===== src/rtl/voice_allocator_if.sv =====
// Song-reader / note-player bus for the voice allocator.
// Latency: n/a (signal bundle only).
// Backpressure: ready is low while a chord is being allocated; new_note then sets overrun.
// Ports: play, beat, new_note, notes_in, durations_in (song side -> allocator);
//        ready, voice_note, voice_load, voice_busy, voice_done, steal, overrun (allocator -> players).
interface voice_allocator_if #(
   parameter int NOTE_WIDTH     = 6,
   parameter int DURATION_WIDTH = 6
);
   logic                        play;
   logic                        beat;
   logic                        new_note;
   logic [3*NOTE_WIDTH-1:0]     notes_in;
   logic [3*DURATION_WIDTH-1:0] durations_in;
   logic                        ready;
   logic [3*NOTE_WIDTH-1:0]     voice_note;
   logic [2:0]                  voice_load;
   logic [2:0]                  voice_busy;
   logic [2:0]                  voice_done;
   logic                        steal;
   logic                        overrun;

   modport master (
      output play, beat, new_note, notes_in, durations_in,
      input  ready, voice_note, voice_load, voice_busy, voice_done, steal, overrun
   );

   modport slave (
      input  play, beat, new_note, notes_in, durations_in,
      output ready, voice_note, voice_load, voice_busy, voice_done, steal, overrun
   );
endinterface


===== src/rtl/voice_allocator.sv =====
// Assigns up to 3 chord slots onto 3 note-player voices, stealing the voice closest to done.
// Latency: new_note at edge E; slot i written at edge E+1+i; voice_load/steal visible after that edge.
// Backpressure: ready=0 for the 3 allocation cycles; new_note then is dropped and overrun sticks.
// Ports: clk, reset_n (async, active low); bus = voice_allocator_if.slave.
//        Packed fields are {slot0/v0, slot1/v1, slot2/v2}, MSB first.
module voice_allocator #(
   parameter int NOTE_WIDTH     = 6,
   parameter int DURATION_WIDTH = 6
) (
   input logic              clk,
   input logic              reset_n,
   voice_allocator_if.slave bus
);
   localparam int NW = NOTE_WIDTH;
   localparam int DW = DURATION_WIDTH;
   localparam int NV = 3;

   typedef enum logic [1:0] {IDLE, ALLOC0, ALLOC1, ALLOC2} state_t;

   state_t           state, state_next;
   logic [3*NW-1:0]  notes_lat;
   logic [3*DW-1:0]  durs_lat;
   logic [DW-1:0]    count [NV];
   logic [NW-1:0]    note  [NV];
   logic [NV-1:0]    load_r, done_r;
   logic             steal_r, overrun_r;

   logic             latch, alloc;
   logic [1:0]       slot;
   logic [NW-1:0]    slot_note;
   logic [DW-1:0]    slot_dur;
   logic             any_free, take, pick_steal;
   logic [1:0]       free_idx, min_idx, pick;
   logic [DW-1:0]    min_cnt;

   // Sequencer: one slot per cycle, never aborted once started.
   always_comb begin
      state_next = state;
      latch      = 1'b0;
      alloc      = 1'b0;
      slot       = 2'd0;
      case (state)
         IDLE: begin
            if (bus.new_note && bus.play) begin
               latch      = 1'b1;
               state_next = ALLOC0;
            end
         end
         ALLOC0: begin
            alloc      = 1'b1;
            slot       = 2'd0;
            state_next = ALLOC1;
         end
         ALLOC1: begin
            alloc      = 1'b1;
            slot       = 2'd1;
            state_next = ALLOC2;
         end
         ALLOC2: begin
            alloc      = 1'b1;
            slot       = 2'd2;
            state_next = IDLE;
         end
         default: state_next = IDLE;
      endcase
   end

   always_comb begin
      slot_note = '0;
      slot_dur  = '0;
      case (slot)
         2'd0:    begin slot_note = notes_lat[3*NW-1:2*NW]; slot_dur = durs_lat[3*DW-1:2*DW]; end
         2'd1:    begin slot_note = notes_lat[2*NW-1:NW];   slot_dur = durs_lat[2*DW-1:DW];   end
         default: begin slot_note = notes_lat[NW-1:0];      slot_dur = durs_lat[DW-1:0];      end
      endcase
   end

   // Voice choice works on the registered counts, so earlier slots of the
   // same chord are already reflected. Descending scan leaves the lowest
   // free index; strict '<' keeps the lowest index on count ties.
   always_comb begin
      any_free = 1'b0;
      free_idx = 2'd0;
      for (int v = NV - 1; v >= 0; v--) begin
         if (count[v] == '0) begin
            any_free = 1'b1;
            free_idx = 2'(v);
         end
      end
      min_idx = 2'd0;
      min_cnt = count[0];
      for (int v = 1; v < NV; v++) begin
         if (count[v] < min_cnt) begin
            min_cnt = count[v];
            min_idx = 2'(v);
         end
      end
      take       = alloc && (slot_note != '0) && (slot_dur != '0);
      pick       = any_free ? free_idx : min_idx;
      pick_steal = take && !any_free;
   end

   always_ff @(posedge clk or negedge reset_n) begin
      if (!reset_n) begin
         state     <= IDLE;
         notes_lat <= '0;
         durs_lat  <= '0;
         load_r    <= '0;
         done_r    <= '0;
         steal_r   <= 1'b0;
         overrun_r <= 1'b0;
         for (int v = 0; v < NV; v++) begin
            count[v] <= '0;
            note[v]  <= '0;
         end
      end else begin
         state   <= state_next;
         load_r  <= '0;
         done_r  <= '0;
         steal_r <= pick_steal;
         if (latch) begin
            notes_lat <= bus.notes_in;
            durs_lat  <= bus.durations_in;
         end
         if (bus.new_note && bus.play && (state != IDLE))
            overrun_r <= 1'b1;
         for (int v = 0; v < NV; v++) begin
            // A load on the same edge as a beat wins: no decrement, no done.
            if (take && (pick == 2'(v))) begin
               count[v]         <= slot_dur;
               note[v]          <= slot_note;
               load_r[NV-1-v]   <= 1'b1;
            end else if (bus.beat && bus.play && (count[v] != '0)) begin
               count[v] <= count[v] - DW'(1);
               if (count[v] == DW'(1)) begin
                  done_r[NV-1-v] <= 1'b1;
                  note[v]        <= '0;
               end
            end
         end
      end
   end

   assign bus.ready      = (state == IDLE);
   assign bus.voice_note = {note[0], note[1], note[2]};
   assign bus.voice_busy = {count[0] != '0, count[1] != '0, count[2] != '0};
   assign bus.voice_load = load_r;
   assign bus.voice_done = done_r;
   assign bus.steal      = steal_r;
   assign bus.overrun    = overrun_r;
endmodule


===== src/flat_wrapper.sv =====
// flat-port wrapper written by rule: the top's interface ports become plain ports
module voice_allocator_flat 
#(
   parameter int NOTE_WIDTH     = 6,
   parameter int DURATION_WIDTH = 6
)
  (clk, reset_n, bus_play, bus_beat, bus_new_note, bus_notes_in, bus_durations_in, bus_ready, bus_voice_note, bus_voice_load, bus_voice_busy, bus_voice_done, bus_steal, bus_overrun);
  voice_allocator_if #(.NOTE_WIDTH(NOTE_WIDTH), .DURATION_WIDTH(DURATION_WIDTH)) bus_i ();
  input logic clk;
  input logic reset_n;
  input wire logic [$bits(bus_i.play)-1:0] bus_play;
  input wire logic [$bits(bus_i.beat)-1:0] bus_beat;
  input wire logic [$bits(bus_i.new_note)-1:0] bus_new_note;
  input wire logic [$bits(bus_i.notes_in)-1:0] bus_notes_in;
  input wire logic [$bits(bus_i.durations_in)-1:0] bus_durations_in;
  output wire logic [$bits(bus_i.ready)-1:0] bus_ready;
  output wire logic [$bits(bus_i.voice_note)-1:0] bus_voice_note;
  output wire logic [$bits(bus_i.voice_load)-1:0] bus_voice_load;
  output wire logic [$bits(bus_i.voice_busy)-1:0] bus_voice_busy;
  output wire logic [$bits(bus_i.voice_done)-1:0] bus_voice_done;
  output wire logic [$bits(bus_i.steal)-1:0] bus_steal;
  output wire logic [$bits(bus_i.overrun)-1:0] bus_overrun;
  assign bus_i.play = bus_play;
  assign bus_i.beat = bus_beat;
  assign bus_i.new_note = bus_new_note;
  assign bus_i.notes_in = bus_notes_in;
  assign bus_i.durations_in = bus_durations_in;
  assign bus_ready = bus_i.ready;
  assign bus_voice_note = bus_i.voice_note;
  assign bus_voice_load = bus_i.voice_load;
  assign bus_voice_busy = bus_i.voice_busy;
  assign bus_voice_done = bus_i.voice_done;
  assign bus_steal = bus_i.steal;
  assign bus_overrun = bus_i.overrun;
  voice_allocator #(.NOTE_WIDTH(NOTE_WIDTH), .DURATION_WIDTH(DURATION_WIDTH)) u_core (.clk(clk), .reset_n(reset_n), .bus(bus_i));
endmodule

===== config.mk =====
export PLATFORM = sky130hd
export DESIGN_NAME = voice_allocator_flat
export DESIGN_NICKNAME = d
export VERILOG_FILES = /design/src/rtl/voice_allocator_if.sv /design/src/rtl/voice_allocator.sv /design/src/flat_wrapper.sv
export SDC_FILE = /design/constraint.sdc
export NUM_CORES = 1
export LEC_CHECK = 0
export ABC_CLOCK_PERIOD_IN_PS = 10050
export CAP_MARGIN = 10
export CORE_UTILIZATION = 45
export CTS_BUF_LIST = sky130_fd_sc_hd__clkbuf_4 sky130_fd_sc_hd__clkbuf_8
export DETAILED_ROUTE_END_ITERATION = 10
export GPL_TIMING_DRIVEN = 0
export PLACE_DENSITY_LB_ADDON = 0.12
export REMOVE_ABC_BUFFERS = 1
export SLEW_MARGIN = 20
export SYNTH_ARGS = -nofsm -noshare
export SYNTH_HDL_FRONTEND = slang
export SYNTH_SLANG_ARGS = --single-unit

===== constraint.sdc =====
create_clock -name clk -period 10.05 [get_ports clk]
set_input_delay 1.005 -clock clk [delete_from_list [all_inputs] [get_ports clk]]
set_output_delay 1.005 -clock clk [all_outputs]
set_load 0.01 [all_outputs]

Word level (Yosys, flattened, before mapping)
Cells that the tools add are included.

Reduce and logical (&&, ||, !) cells: 35. Order comparisons: 2. Equality and inequality tests: 10. Mux-type cells: 45. $add $sub $neg: 3.

Operators with widths (count): 6-bit 2-to-1 mux (16); 6-bit nonzero test (5); 6-bit one-hot mux with 2 select lines (2); 1-bit 2-to-1 mux (19); 6-bit by 1-bit == test with 1-bit output, second input constant (3); 6-bit zero test (3); 6-bit by 1-bit subtractor with 6-bit output, second input constant (3); 2-bit nonzero test (7); 1-bit logical AND (12); 6-bit < comparator (2); 2-bit 2-to-1 mux (6); 2-bit one-hot mux with 4 select lines (1); 2-bit by 1-bit == test with 1-bit output, second input constant (3); 2-bit == test, second input constant (3); 2-bit zero test (3); 2-bit AND reduction (3); 2-bit one-hot mux with 2 select lines (1); 3-bit OR reduction (1); 2-bit by 1-bit != test with 1-bit output, second input constant (1); 1-bit zero test (1).

Register bits after elaboration: 82. Output and inout bits: 30. Input bits: 41.

Depth between registers and ports, before layout
Word-level depth: 10. Depth in mapped cells: 17. Depth with buffers taken out: 15.

Least setup slack after synthesis
No wires, ideal clock.

Path type: reg-to-reg. Start point: reg u_core.count[17] in the netlist's numbering. End point: reg u_core.note (netlist bit u_core.bus.voice_note[2]). Library setup time: 0.079 ns. Arrival: 3.174 ns. Data required time: 9.971 ns. Buffers on the path: 2. Slack: 6.797 ns. Stages on the path, launching flop included: 17. Cell sequence: dfrtp_1 inv_1 ha_1 nand2_1 o21ai_0 o21bai_1 buf_2 mux2i_1 ha_1 a21o_1 a21oi_1 and3_1 o21a_1 nand2_1 a211oi_4 buf_6 mux2i_1.

Longest elaborated chain between the ends: 9.

RTL lines: start, declared (line voice_allocator.sv:23) `logic [DW-1:0] count [NV];`; start signal, assigned by index (line voice_allocator.sv:130) `count[v] <= slot_dur;`; start signal, assigned by index (line voice_allocator.sv:134) `count[v] <= count[v] - DW'(1);`; 6-bit < comparator (line voice_allocator.sv:93) `if (count[v] < min_cnt) begin`; 6-bit 2-to-1 mux (line voice_allocator.sv:93); 6-bit < comparator (line voice_allocator.sv:93); 2-bit 2-to-1 mux (line voice_allocator.sv:93); 2-bit 2-to-1 mux (*) (line voice_allocator.sv:99) `pick = any_free ? free_idx : min_idx;`; 2-bit == test (*) (line voice_allocator.sv:129) `if (take && (pick == 2'(v))) begin`; 1-bit logical AND (*) (line voice_allocator.sv:129); 2-bit nonzero test (no source line); 2-bit AND reduction (no source line); end signal, assigned by index (line voice_allocator.sv:131) `note[v] <= slot_note;`; end, declared (line voice_allocator.sv:24) `logic [NW-1:0] note [NV];`.

Every way passes the cells marked *; elsewhere a longest branch is shown, timed or not. A chain may end at the register's enable or synchronous reset.

Worst setup path after layout
Start point: reg u_core.count[15] in the netlist's numbering. End point: reg u_core.note (netlist bit u_core.bus.voice_note[4]).

Same word-level chain as after synthesis.

==> run metrics <==
Clock Pin Slew Worst Setup and Hold Paths=about 90 ps; Syn-to-layout area delta=23.5%; critical path arrival=4480 ps; count of final max-slew check failures=0; starting density of the core=between 40% and 50%; total of max-cap violations=0; Ys Warns=0; postcts setup bufs=0; clk buf depth=2; CTS tree=done; status=complete, no violations; Inserted Diodes=0; Worst Setup Start Kind=flop; Final Critical Period=4210 ps; Relative slew margins=35.9%; clk sinks=82; Post-CTS Resized=0; Final Hold Viols=0; largest net degree at the start of global routing=44; port buffer count=70; core area=between 9000 and 10,000 um2; nets=roughly 500; Worst-Skew Late Latency=between 300 and 400 ps; layout cells sized above 1=between 10% and 20%; sequential-to-total area share from yosys stat=between 40% and 50%; Worst Path Max Fanout=14; IO Pins=71; final period utilization=a little over two fifths; Worst VDD drop=about 0.19 mV; Fmax=about 0.24 GHz; Detailed Route Iter0 Violations=approximately 110; ys flop type=dfrtp_1; setup TNS=0 ps; Rows=35; post-cts hold buffer count=0; vias in the first global route=2,894; Worst Path Class, Setup=flop to flop; setup violators final=0; DP Wirelength=roughly 6.4 mm; Post-synth EDFFs=0; Clock Skews=roughly 11 ps; Pwr Total=between 1.5 and 2 mW; root buf cell=clkbuf_8; global-route wire length before repair=14.8 mm; CP required=about 10,000 ps; gr usage total=19.7%; routed vias=~2,900; Netlist Area Pre-Place=between 4000 and 5000 um2; Pleak=around 2.4 nW; initial antenna violation count=0; CTS H-tree lvls=3; Async S/R FF share, synth=100%; Worst R2R Setup Slack=between 5000 and 6000 ps; die area=roughly 9800 um2; grt ovf=0; number of synthesized register bits=between 80 and 90; chip width=99.0 um; Vias/cell=between 5 and 6; Avg Cell Area, Syn=about 11 um2; gp weighted congestion=approximately 0.9; DIE HEIGHT=roughly 99 um; post-synth cell types=44; CP Capture Type=flop; DRT Pass-1 Iters=4; worst slew pin tran=958 ps; Power Dens Cells=about 360 nW/um2; DR DRC count=0; CTS Buf Count=9; Post-Route Utilization=56.8%; Final ANT Viol Nets=0; unrepaired setup endpoints after global routing=no; final WL=~8.7 mm; Avg WL per Cell=approximately 16 um; Post-Syn Instances=about 370; Hold Path Class=flop to flop
## synth_stat cells, drive strengths merged, types with 6 or more instances
master / count / area, um2
a21oi: 27 / 135
buf: 7 / 81.3
dfrtp: 82 / 2050
ha: 20 / 250
inv: 15 / 56.3
mux2: 36 / 405
mux2i: 40 / 400
nand2: 43 / 161
nand2b: 9 / 56.3
nand4: 7 / 43.8
nor2: 9 / 36.3
o21ai: 6 / 33.8
xnor2: 10 / 87.6
## state kept, by name, summed over array words and instances (netlist names)
name / count
u_core.state: 2
u_core.bus.voice_done: 3
u_core.bus.voice_load: 3
u_core.bus.overrun: 1
u_core.bus.steal: 1
u_core.notes_lat: 18
u_core.durs_lat: 18
u_core.bus.voice_note: 18
u_core.count: 18
## per-stage QoR
step / instances / hold WS (ps) / instance area, um2 / worst slack, ps
final: 556 / 484 / 5230 / 5840
after global routing: 556 / 493 / 5230 / 5540
after CTS: 556 / 489 / 5230 / 5810
after detailed placement: 540 / 465 / 5010 / 5840
after global placement: 538 / 461 / 4970 / 4970
after floorplan: 357 / 471 / 4130 / 6540
## cell type report
| cell class | count | area, um2 |
|---|---|---|
| clock buffers | 11 | 151 |
| clock inverters | 5 | 61.3 |
| fillers | 839 | 3970 |
| multi-input cells | 260 | 2030 |
| inverters | 15 | 56.3 |
| repair buffers | 72 | 738 |
| flip-flops and latches | 82 | 2050 |
| well taps | 111 | 139 |
## path summary, 6_finish.rpt
| check | from | endpoint | cells past startpoint |
|---|---|---|---|
| min in group asynchronous | reset_n | u_core.count[5] | 1 |
| max in group asynchronous | reset_n | u_core.notes_lat[11] | 2 |
| min | u_core.bus.overrun | u_core.bus.overrun | 1 |
| max | u_core.count[15] | u_core.bus.voice_note[4] | 13 |
| min reg2reg | u_core.bus.overrun | u_core.bus.overrun | 1 |
| max reg2reg | u_core.count[15] | u_core.bus.voice_note[4] | 13 |
## routing by layer
| metal | GRT usage, % | part of all wire (%) | up-vias |
|---|---|---|---|
| met2 | 32.1 | 49 | 69 |
| li1 | - | - | 1425 |
| met3 | 3.05 | 3.3 | 10 |
| met5 | 0 | 0 | - |
| met1 | 26.6 | 46 | 1398 |
| met4 | 7.23 | 1.6 | 0 |
## cells in the final DEF, fill, tap and decap left out, types with 4 or more instances in the layout
master           synthesis  final
mux2i_1                 40     40
o21ai_0                  5      5
clkbuf_8                 0     11
nor2_1                   8      8
a21oi_1                 27     27
nand3_1                  5      4
ha_1                    20     20
clkdlybuf4s50_1          0     69
nor2b_1                  5      5
nor3_1                   5      5
nand2b_1                 9      9
nand2_1                 43     43
xor2_1                   5      5
or2b_1                   4      4
mux2_2                  36     36
dfrtp_1                 82     82
nand4_1                  7      7
inv_1                   15     15
xnor2_1                 10     10
## report_power, final
group / internal (mW) / switching, mW / total, mW
Sequential: 0.498 / 0.108 / 0.606
Combinational: 0.498 / 0.531 / 1.03
Clock: 0.130 / 0.125 / 0.255
## critical path: stages, from the launching register on
cell and delay, ps:
dfrtp_1 390, inv_1 110, ha_1 310, nand4_1 130
o21bai_1 670, mux2i_1 310, ha_1 290, a21o_1 180
a21oi_1 190, and3_1 210, o21a_1 140, nand2_1 90
a211oi_4 830, mux2i_1 280
## kinds of logic (layout without fill, tap and decap cells)
kind of cell | count (synthesis) | after routing | synth area share [%]
AO/OA/AOI/OAI | 48 | 48 | 7.71
adder cells (fa/ha/maj) | 20 | 20 | 5.91
buffers and inverters | 27 | 103 | 3.72
multiplexers | 76 | 76 | 19.0
AND/OR/NAND/NOR | 101 | 101 | 12.0
XOR/XNOR | 15 | 15 | 3.10
flip-flops | 82 | 82 | 48.5
No activity file was read; power rests on OpenSTA's default activity.
==> edit 1: new RTL, same settings <==
Reset style: synchronous (`reset_n`), changed in one clocked block. Comments in the files are not updated.
--- a/src/rtl/voice_allocator.sv
+++ b/src/rtl/voice_allocator.sv
@@ -100,7 +100,7 @@
       pick_steal = take && !any_free;
    end
 
-   always_ff @(posedge clk or negedge reset_n) begin
+   always_ff @(posedge clk) begin
       if (!reset_n) begin
          state     <= IDLE;
          notes_lat <= '0;
Function: differs if reset_n is asserted again (counterexample within 4 cycles, from zero or initial values and one cycle with reset_n low); with reset_n held inactive, the same outputs for 4 cycles.
==> edit 1 against the original RTL <==
The run now ends with design-rule violations left. Cell area shrank 2.7%. Worst setup slack lost 72 ps. Area after synthesis shrank 2.3%. Critical endpoint is now u_core.note[0][5]. Wire length grew 3.1%. Hold slack lost 25 ps. Synthesized cell count grew 23%. Utilization grew 0.90 points. Sequential cell count is the same.
Power is not compared: it rests on default switching activity, and its combinational part moved more than twofold at a synthesized area within 25%.
==> edit 1: results (changes against the original RTL) <==
\begin{tabular}{lr}
\hline
Metric & Value \\
\hline
\multicolumn{2}{l}{\textbf{Final layout}} \\
Filler cell count & 791 (-5.7\%) \\
Sequential cell area & 1942 µm² (-5.4\%) \\
Non-filler cells, final & 629 (+13\%) \\
Post-layout net count & 577 (+15\%) \\
Fraction of final layout cells sized beyond drive strength 1 & 6.910\% (-7.9 points) \\
\multicolumn{2}{l}{\textbf{Timing}} \\
Headroom to the max-slew limit & 47.82\% (+12 points) \\
Final clock skew & 14.02 ps (+2.692 ps) \\
\multicolumn{2}{l}{\textbf{Critical path}} \\
Endpoint arrival time on the critical path & 4360 ps (-120 ps) \\
Critical register-to-register path endpoint & u\_core.note[0][5] \\
Maximum fanout along the worst path & 10 (-4) \\
Internal reg-to-reg setup slack & 5770 ps (-70 ps) \\
\multicolumn{2}{l}{\textbf{Drt}} \\
DR vias/cell & 5.215 (about the same) \\
Routed wire length per instance & 14.23 µm (-8.9\%) \\
Drt first-iter violations & 145 (+34\%) \\
Total DRC errors in the routed layout & 10 (+10) \\
\multicolumn{2}{l}{\textbf{Place}} \\
Total placed cells including tap cells & 613 (+14\%) \\
Detail Placement HPWL & 6.648 mm (+4.1\%) \\
Gp weighted congestion & 0.8277 (-8.7\%) \\
Placed cell areas & 4897 µm² (-2.3\%) \\
\multicolumn{2}{l}{\textbf{Yosys}} \\
Post-synthesis sequential area ratio & 46.96\% (-1.5 points) \\
Prevailing post-synth register cell & dfxtp\_1 \\
Cell count after synthesis & 453 (+23\%) \\
Leading post-synthesis cells by cell area & dfxtp\_1, edfxtp\_1, nand2\_1 \\
Post-synth top cells & nand2\_1, dfxtp\_1, a21oi\_1, nor2\_1, edfxtp\_1 \\
Library cells used by synthesis & 51 (+16\%) \\
Synth async-reset ratio & 0\% (-100 points) \\
\multicolumn{2}{l}{\textbf{Outcome}} \\
Failing checks & design-rule violations \\
Status & finished, violations left \\
\multicolumn{2}{l}{\textbf{Global routing}} \\
Total global-route track usage & 19.44\% (-0.24 points) \\
Pin count of the biggest net entering global routing & 40 (-9.1\%) \\
\multicolumn{2}{l}{\textbf{Min path}} \\
Start point of the worst min-delay path & u\_core.notes\_lat[8] \\
Hold Path Depth & 2 (+1) \\
Worst Hold Path EP & u\_core.notes\_lat[8] \\
\hline
\end{tabular}
edit 1: cell type report:
type | instances | area share, %
repair buffers | 70 | 13.78
flip-flops and latches | 82 | 38.20
multi-input cells | 335 | 40.39
clock inverters | 7 | 1.206
clock buffers | 9 | 2.437
well taps | 108 | 2.658
inverters | 18 | 1.329
edit 1: logic make-up after synthesis:
| kind of cell | count (synthesis) | share of synthesized area (%) |
|---|---|---|
| simple gates | 188 | 20.24 |
| compound gates | 93 | 15.10 |
| flops | 82 | 46.96 |
| buf+inv | 36 | 3.540 |
| mux | 22 | 5.567 |
| fa+ha+maj | 20 | 6.051 |
| xor+xnor | 12 | 2.542 |
edit 1: power by group through the flow:
| stage | combinational, W | clock (W) | sequential, W |
|---|---|---|---|
| 6_report | 0.000309 | 0.000227 | 0.000411 |
| 3_5_place_dp | 0.000309 | 0 | 0.000418 |
| 3_3_place_gp | 0.000301 | 0 | 0.000417 |
| 2_1_floorplan | 0.000213 | 0 | 0.000415 |
| 4_1_cts | 0.000311 | 0.000233 | 0.000411 |
| 5_1_grt | 0.000346 | 0.000246 | 0.000416 |
edit 1: through the flow:
| stage | hold slack (ps) | setup slack (ps) |
|---|---|---|
| after CTS | 458.9 | 5775 |
| after global placement | 442.7 | 5885 |
| after floorplan | 433.2 | 6270 |
| final | 459.6 | 5768 |
| after global routing | 476.4 | 5490 |
| after detailed placement | 447.0 | 5801 |
edit 1: per-layer routing:
metal  global-route usage, %  vias to the layer above  routed length (µm)
met5                       0                        -                   0
met4                   6.993                        0                 134
met3                   3.078                       12                 369
met2                   30.93                       74                4053
met1                   26.75                     1498                4395
li1                        -                     1696                   -
edit 1: tightest hold or removal path: stages (launching register included):
cell,delay [ps]
dfxtp_1,320
nand2_1,50
a21oi_1,50
==> edit 2: new RTL, config.mk and constraints unchanged <==
Made on the original files. `NOTE_WIDTH` is set to 6 in 3 places; all go to 3.
--- a/src/rtl/voice_allocator_if.sv
+++ b/src/rtl/voice_allocator_if.sv
@@ -4,7 +4,7 @@
 // Ports: play, beat, new_note, notes_in, durations_in (song side -> allocator);
 //        ready, voice_note, voice_load, voice_busy, voice_done, steal, overrun (allocator -> players).
 interface voice_allocator_if #(
-   parameter int NOTE_WIDTH     = 6,
+   parameter int NOTE_WIDTH     = 3,
    parameter int DURATION_WIDTH = 6
 );
    logic                        play;
--- a/src/rtl/voice_allocator.sv
+++ b/src/rtl/voice_allocator.sv
@@ -4,7 +4,7 @@
 // Ports: clk, reset_n (async, active low); bus = voice_allocator_if.slave.
 //        Packed fields are {slot0/v0, slot1/v1, slot2/v2}, MSB first.
 module voice_allocator #(
-   parameter int NOTE_WIDTH     = 6,
+   parameter int NOTE_WIDTH     = 3,
    parameter int DURATION_WIDTH = 6
 ) (
    input logic              clk,
--- a/src/flat_wrapper.sv
+++ b/src/flat_wrapper.sv
@@ -1,7 +1,7 @@
 // flat-port wrapper written by rule: the top's interface ports become plain ports
 module voice_allocator_flat 
 #(
-   parameter int NOTE_WIDTH     = 6,
+   parameter int NOTE_WIDTH     = 3,
    parameter int DURATION_WIDTH = 6
 )
   (clk, reset_n, bus_play, bus_beat, bus_new_note, bus_notes_in, bus_durations_in, bus_ready, bus_voice_note, bus_voice_load, bus_voice_busy, bus_voice_done, bus_steal, bus_overrun);
Ports: changed (resized bus_notes_in and bus_voice_note); port bits go from 71 to 53. No check against the original RTL was run, so the function may have changed too.
==> edit 2 against the original RTL <==
Sequential power down 20%. Cell area down 18%. First-iteration DRC count shrank 44%. Die area is 17% lower. Critical path type unchanged. Wire length decreased by 20%. Worst setup slack better by 290 ps. Total power down 14%. Area after synthesis fell by 18%. Sequential cell count down 18. Clock skew fell by 4.0 ps. Maximum frequency up 7.5%. Cell count decreased by 16%.
==> edit 2: results (changes against the original RTL) <==
\begin{tabular}{lr}
\hline
Metric & Value \\
\hline
\multicolumn{2}{l}{\textbf{Global routing}} \\
Pin count of the biggest net entering global routing & 42 (-4.5\%) \\
Wire length of the first global-routing pass & 11.96 mm (-19\%) \\
Total global-route track usage & 18.56\% (-1.1 points) \\
\multicolumn{2}{l}{\textbf{Final layout}} \\
Non-CTS inverters & 16 (+1) \\
Layout buffering overhead excluding clock cells & 12.57\% (-1.6 points) \\
Multi-input logic cell count & 220 (-15\%) \\
Plain + repair buffers & 53 (-26\%) \\
Final clock-cell share & 4.591\% (+0.52 points) \\
Cell area after layout & 4279 µm² (-18\%) \\
Filler cell count & 647 (-23\%) \\
Sequential share of cell area & 37.43\% (-1.8 points) \\
\multicolumn{2}{l}{\textbf{Yosys}} \\
Area fraction in compound gates after synthesis & 6.953\% (-0.76 points) \\
Post-synth top cells & dfrtp\_1, mux2i\_1, mux2\_2, nand2\_1, ha\_1 \\
Library cells used by synthesis & 42 (-4.5\%) \\
Adder and majority gate portion of the synthesized area & 7.168\% (+1.3 points) \\
Area share of xor/xnor cells in the synthesized design & 3.763\% (+0.66 points) \\
\multicolumn{2}{l}{\textbf{Place}} \\
Placed cell areas & 4083 µm² (-19\%) \\
Buffers added on ports & 52 (-26\%) \\
\multicolumn{2}{l}{\textbf{Outcome}} \\
Status & finished, final reports clean \\
\multicolumn{2}{l}{\textbf{Critical path}} \\
Maximum fanout along the worst path & 10 (-4) \\
Delay of the slowest critical-path stage & 560 ps (-270 ps) \\
\multicolumn{2}{l}{\textbf{Power}} \\
Largest voltage drop on the vdd net & 162.6 µV (-12\%) \\
\multicolumn{2}{l}{\textbf{Clocking}} \\
Number of sinks handled by clock tree synthesis & 64 (-22\%) \\
Clock slew at reported path FFs & 70 ps (-20 ps) \\
\multicolumn{2}{l}{\textbf{Timing}} \\
Min Hold Slack & 482.1 ps (-2.280 ps) \\
Achievable frequency & 255.3 MHz (+7.5\%) \\
\multicolumn{2}{l}{\textbf{Drt}} \\
DR vias/cell & 5.235 (+0.30\%) \\
\multicolumn{2}{l}{\textbf{Floorplan}} \\
Horizontal extent of the die & 90.08 µm (-9.0\%) \\
\hline
\end{tabular}
[edit 2: cell count changes after synthesis, moves of 8 or more]
| cell | change |
|---|---|
| and2b_1 | +9 |
| a21oi_1 | -21 |
| dfrtp_1 | -18 |
| nand2_1 | -20 |
| mux2_2 | -8 |
| mux2i_1 | -9 |
[edit 2: routing by layer]
layer / up-vias / track usage (%) / wire [µm]
met5: - / 0 / 0
met1: 1188 / 23.38 / 3128
met2: 64 / 31.17 / 3438
met3: 10 / 5.076 / 328
li1: 1188 / - / -
met4: 0 / 5.376 / 77
[edit 2: power by group through the flow]
stage / clock network, W / logic (W) / registers [W]
floorplan: 0 / 0.000684 / 0.000473
finish: 0.000220 / 0.000928 / 0.000484
detailed placement: 0 / 0.000932 / 0.000488
CTS: 0.000226 / 0.000938 / 0.000483
global placement: 0 / 0.000904 / 0.000484
global route: 0.000238 / 0.00102 / 0.000501
